`src/rtl/refclk_strobe_gen.sv`:
```
// rtl/refclk_strobe_gen.sv - refclk synchroniser and power-of-two timing strobe divider
module refclk_strobe_gen #(
    parameter int COUNT_WIDTH   = 15,
    parameter int SLOW_SET_BITS = 14,
    parameter int FAST_SET_BITS = 11,
    parameter int DEBOUNCE_BITS = 5
) (
    input  logic i_clk,
    input  logic i_reset_n,
    input  logic i_refclk,
    output logic o_refclk_sync,
    output logic o_1hz_stb,
    output logic o_slow_set_stb,
    output logic o_fast_set_stb,
    output logic o_debounce_stb
);

    logic                   sync1;
    logic                   sync2;
    logic                   prev;
    logic                   refclk_sync;
    logic [COUNT_WIDTH-1:0] count;
    logic                   stb_1hz;
    logic                   stb_slow;
    logic                   stb_fast;
    logic                   stb_debounce;

    // Low counter bits all-ones on an edge pulse means this edge completes a period.
    logic wrap_1hz;
    logic wrap_slow;
    logic wrap_fast;
    logic wrap_debounce;

    assign wrap_1hz      = &count;
    assign wrap_slow     = &count[SLOW_SET_BITS-1:0];
    assign wrap_fast     = &count[FAST_SET_BITS-1:0];
    assign wrap_debounce = &count[DEBOUNCE_BITS-1:0];

    always_ff @(posedge i_clk or negedge i_reset_n) begin
        if (!i_reset_n) begin
            sync1        <= 1'b0;
            sync2        <= 1'b0;
            prev         <= 1'b0;
            refclk_sync  <= 1'b0;
            count        <= '0;
            stb_1hz      <= 1'b0;
            stb_slow     <= 1'b0;
            stb_fast     <= 1'b0;
            stb_debounce <= 1'b0;
        end else begin
            sync1        <= i_refclk;
            sync2        <= sync1;
            prev         <= sync2;
            refclk_sync  <= sync2 & ~prev;
            if (refclk_sync) begin
                count <= count + 1'b1;
            end
            stb_1hz      <= refclk_sync & wrap_1hz;
            stb_slow     <= refclk_sync & wrap_slow;
            stb_fast     <= refclk_sync & wrap_fast;
            stb_debounce <= refclk_sync & wrap_debounce;
        end
    end

    assign o_refclk_sync  = refclk_sync;
    assign o_1hz_stb      = stb_1hz;
    assign o_slow_set_stb = stb_slow;
    assign o_fast_set_stb = stb_fast;
    assign o_debounce_stb = stb_debounce;

endmodule

```
`config.mk`:
```
export PLATFORM = sky130hd
export DESIGN_NAME = refclk_strobe_gen
export DESIGN_NICKNAME = d
export VERILOG_FILES = /design/src/rtl/refclk_strobe_gen.sv
export SDC_FILE = /design/constraint.sdc
export NUM_CORES = 1
export LEC_CHECK = 0
export ABC_AREA = 1
export BUFFER_PORTS_ARGS = -buffer_cell sky130_fd_sc_hd__buf_2
export CAP_MARGIN = 5
export CORE_UTILIZATION = 45
export CTS_BUF_LIST = sky130_fd_sc_hd__clkbuf_8
export DETAILED_ROUTE_END_ITERATION = 7
export GPL_ROUTABILITY_DRIVEN = 0
export HOLD_SLACK_MARGIN = 0.08
export MAX_ROUTING_LAYER = met4
export SETUP_SLACK_MARGIN = 0.2
export SLEW_MARGIN = 20
export SYNTH_ARGS = -nofsm -noshare
export SYNTH_HDL_FRONTEND = slang
export SYNTH_SLANG_ARGS = --single-unit
```
`constraint.sdc`:
```
create_clock -name i_clk -period 4.5 [get_ports i_clk]
set_clock_uncertainty 0.2 [all_clocks]
set_input_delay 0.45 -clock i_clk [delete_from_list [all_inputs] [get_ports i_clk]]
set_output_delay 0.45 -clock i_clk [all_outputs]
set_load 0.02 [all_outputs]
```
== Yosys cells after proc, flatten, opt, wreduce, memory -nomap -nowiden ==
Cells that the tools add are included.

* Bitwise gates (word level): 6
* Add/subtract/negate cells: 1
* Reductions and logical operators: 4

{| class="wikitable"
|+ Operators with widths
! operator !! count
|-
| adder 15 x 1 -> 15 bit, second input constant || 1
|-
| AND reduction 15 bit || 1
|-
| AND reduction 14 bit || 1
|-
| AND reduction 11 bit || 1
|-
| AND 1 bit || 5
|-
| AND reduction 5 bit || 1
|-
| NOT 1 bit || 1
|}

* Output and inout port bits: 5
* Flip-flop bits (word level): 23
* Bits of input ports: 3
* Word-level logic and storage cells: 20

== Logic depth before layout (Yosys ltp) ==
* Word-level depth: 2
* Gate-level depth with buffers: 7
* Depth with buffers taken out: 7

== Least setup slack after synthesis ==
OpenSTA, ideal clock, no wires.

* Path kind: reg-to-reg
* Start: reg count[0]
* End: reg count[4]
* Buffers on the path: 0
* Data required time: 4.175 ns
* Cell stages (with the launch flop): 6
* Data arrival time: 1.316 ns
* Period minus slack after synthesis: 1.641 ns
* Library setup time: 0.125 ns
* Path slack: 2.859 ns
* Path through: dfrtp_1 > ha_1 > nand3_2 > inv_1 > ha_1 > mux2_2

* Longest elaborated chain between the ends: 1

{| class="wikitable"
|+ Ends and longest elaborated chain
! item !! RTL line !! text
|-
| from (decl) || 22 || <nowiki>logic [COUNT_WIDTH-1:0] count;</nowiki>
|-
| from (signal assigned) || 56 || <nowiki>count <= count + 1'b1;</nowiki>
|-
| adder 15 x 1 -> 15 bit || 56 ||
|}

No other way between the ends.
A chain may end at the register's enable or synchronous reset.

== Final worst setup path ==
* Start: reg refclk_sync, in the netlist o_refclk_sync
* End: out o_refclk_sync

{| class="wikitable"
|+ RTL lines
! item !! RTL line !! text
|-
| from (decl) || 21 || <nowiki>logic refclk_sync;</nowiki>
|-
| from (signal assigned) || 54 || <nowiki>refclk_sync <= sync2 & ~prev;</nowiki>
|-
| to (decl) || 11 || <nowiki>output logic o_refclk_sync,</nowiki>
|}

No word-level cell between the ends.

==> run metrics <==
CP Class flip-flop to output port; # H-tree levels 1; Clock Sinks 23; Avg WL per Cell 10.93 um; Tmin final 1727 ps; Synth top cells by count dfrtp_1 (23), nand2_1 (21), inv_1 (13); r2r worst-path depth 5; DRT antenna net count 0; initial antenna violation count 0; Seq pwr share 58.6%; max cap viols 0; WP buf/inv 1; clock power share 27.1%; clk buf depth 2; full die area 2530 um^2; Placed Cells 131; Crit path max-delay family flip-flops; Seq cells post-synth 23; min-delay src i_refclk; non-filler instance count after layout 136; Min-Delay Path Depth 1; DRC 0; register area 575.6 um^2; Logic pwr share 14.3%; Vias 643; routed wl met3 44 um; Worst Hold Class primary input to flip-flop; area leader, netlist dfrtp_1; Net Sw Frac 28.52%; port bufs 7; GRT Resource Usage Total 15.58%; R2R Setup Slk 2820 ps; final core utilization 52.60%; top cell type's share of synthesized area 54.83%; Top FF cell, synth dfrtp_1; TritonCTS clock tree built; Syn Nets 102; worst slew pin tran 499.5 ps; CTS-repair resized insts 0; reg2reg end count[4]; maximum VDD drop 0.3251 mV; Hold Vio Cnt, Final 0; WP data required 3850 ps; sequential area share after synthesis 54.83%; final setup violation count 0; crit end category output port; count of final max-slew check failures 0; P_leak 0.6058 nW; Worst setup SP type flip-flop; Distinct cells, synth 21; Inserted Clock Buffers 3; Clock Latency Late Sink 260 ps; Clock transition at path regs 70 ps; PD cells 391.0 nW/um^2; pin count of the biggest net entering global routing 24; # IOs 8; TritonRoute pass-1 iters 3; Antenna diodes 0; synthesized area per cell 10.82 um^2; FILL cells 200; Core Box Area 2212 um^2; gr ovfl total 0; netlist area before placement 1050 um^2; maximum clock rate 579.1 MHz; CP max-delay cell dfrtp_1; Slew HR 66.70%; Starting Density 47.45%; outcome complete, no violations; initial drt markers 12; worst-path cell chain buf_2; P_int 0.3252 mW; Die Wd 50.30 um; hold endpoint sync1; Sw Pwr 0.1298 mW; Final Power 0.4550 mW; layout cell share with drive strength beyond 1 23.15%; slowest stage delay, CP 580 ps; CP Max Fanout 8; asr flop ratio synth 100.0%; area of the multi-input gates 414.1 um^2; vias in the first global route 623; most common cell in the synthesized netlist dfrtp_1; CP Launch Point o_refclk_sync; met1 WL 728 um; P&R area growth vs syn 10.85%; CTS root buf clkbuf_8; Critical Path AT 1080 ps; Vias/cell 4.728; row count 17; Nets 114; Stages on worst setup path 1; top layer in use met4; Yosys warning total 0; RSZ-0062 raised after global routing false; Synth area leaders dfrtp_1 (55%), nand2_1 (7.5%), xnor2_1 (5.0%); Routed WL 1.487 mm; EDFF count, synth 0; HPWL Detailed 1.067 mm; worst r2r src count[0]; total negative slack 0 ps; Mapped Cells 97; die height 50.30 um; wire length on met2 699 um; first-pass GRT wire length 2.746 mm; final worst-path cycle share 38.38%
[cells in the final DEF, fill, tap and decap left out, drive strengths merged, types with 2 or more instances in the layout]
| master | synthesis | final |
|---|---|---|
| buf | 1 | 7 |
| clkbuf | 0 | 3 |
| dfrtp | 23 | 23 |
| ha | 2 | 2 |
| inv | 13 | 14 |
| mux2 | 2 | 2 |
| nand2 | 24 | 24 |
| nand3 | 7 | 7 |
| nand4 | 2 | 2 |
| nor2 | 10 | 10 |
| xnor2 | 6 | 6 |
| xor2 | 4 | 4 |
[flip-flops by register name, indices dropped and copies added, names as in the netlist]
| name | flops |
|---|---|
| o_slow_set_stb | 1 |
| count | 15 |
| o_debounce_stb | 1 |
| sync2 | 1 |
| o_1hz_stb | 1 |
| o_fast_set_stb | 1 |
| sync1 | 1 |
| o_refclk_sync | 1 |
| prev | 1 |
[metrics by stage]
stage	area, um^2	worst slack (ps)	hold slack [ps]
final	1164	2773	93.57
after global routing	1164	2681	81.62
after CTS	1164	2741	85.05
after detailed placement	1109	2812	141.1
after global placement	1109	2841	138.0
after floorplan	1050	2859	-45.59
[power groups by stage]
stage	sequential, mW	clock (mW)	combinational [mW]
2_1_floorplan	0.264	0	0.0534
3_3_place_gp	0.269	0	0.0615
3_5_place_dp	0.271	0	0.0662
4_1_cts	0.267	0.129	0.0671
5_1_grt	0.273	0.137	0.0776
6_report	0.267	0.123	0.0651
[cell families (layout without fill, tap and decap cells)]
kind of cell             after synthesis  in the layout  synth area share [%]
flip-flops                            23             23                 54.83
XOR/XNOR                              10             10                 8.343
AND/OR/NAND/NOR                       45             45                 26.10
buffers and inverters                 14             25                 5.721
multiplexers                           2              2                 2.145
AO/OA/AOI/OAI                          1              1                0.4763
adder cells (fa/ha/maj)                2              2                 2.383
[worst max-delay path by stage]
stage / to / slack (ps)
final: o_refclk_sync / 2770
after global routing: o_refclk_sync / 2680
after CTS: o_refclk_sync / 2740
after detailed placement: count[4] / 2810
after global placement: count[4] / 2840
after floorplan: count[4] / 2860
[layer usage]
layer	up-vias	global-route usage, %
met2	9	22.67
met4	0	6.944
met1	310	19.46
li1	322	-
met5	-	-
met3	2	5.455
[what timing repair did]
item,4_1_cts,5_1_grt
hold buffers,1,0
buffers inserted,0,0
hold endpoints to repair,23,0
[layout make-up]
type                    count  share of cell area, %
clock buffers               3                  3.548
clock inverters             1                 0.3226
inverters                  13                  4.194
multi-input cells          60                  35.59
flip-flops and latches     23                  49.46
well taps                  28                  3.011
repair buffers              8                  3.871
(Power assumes the default switching activity.)
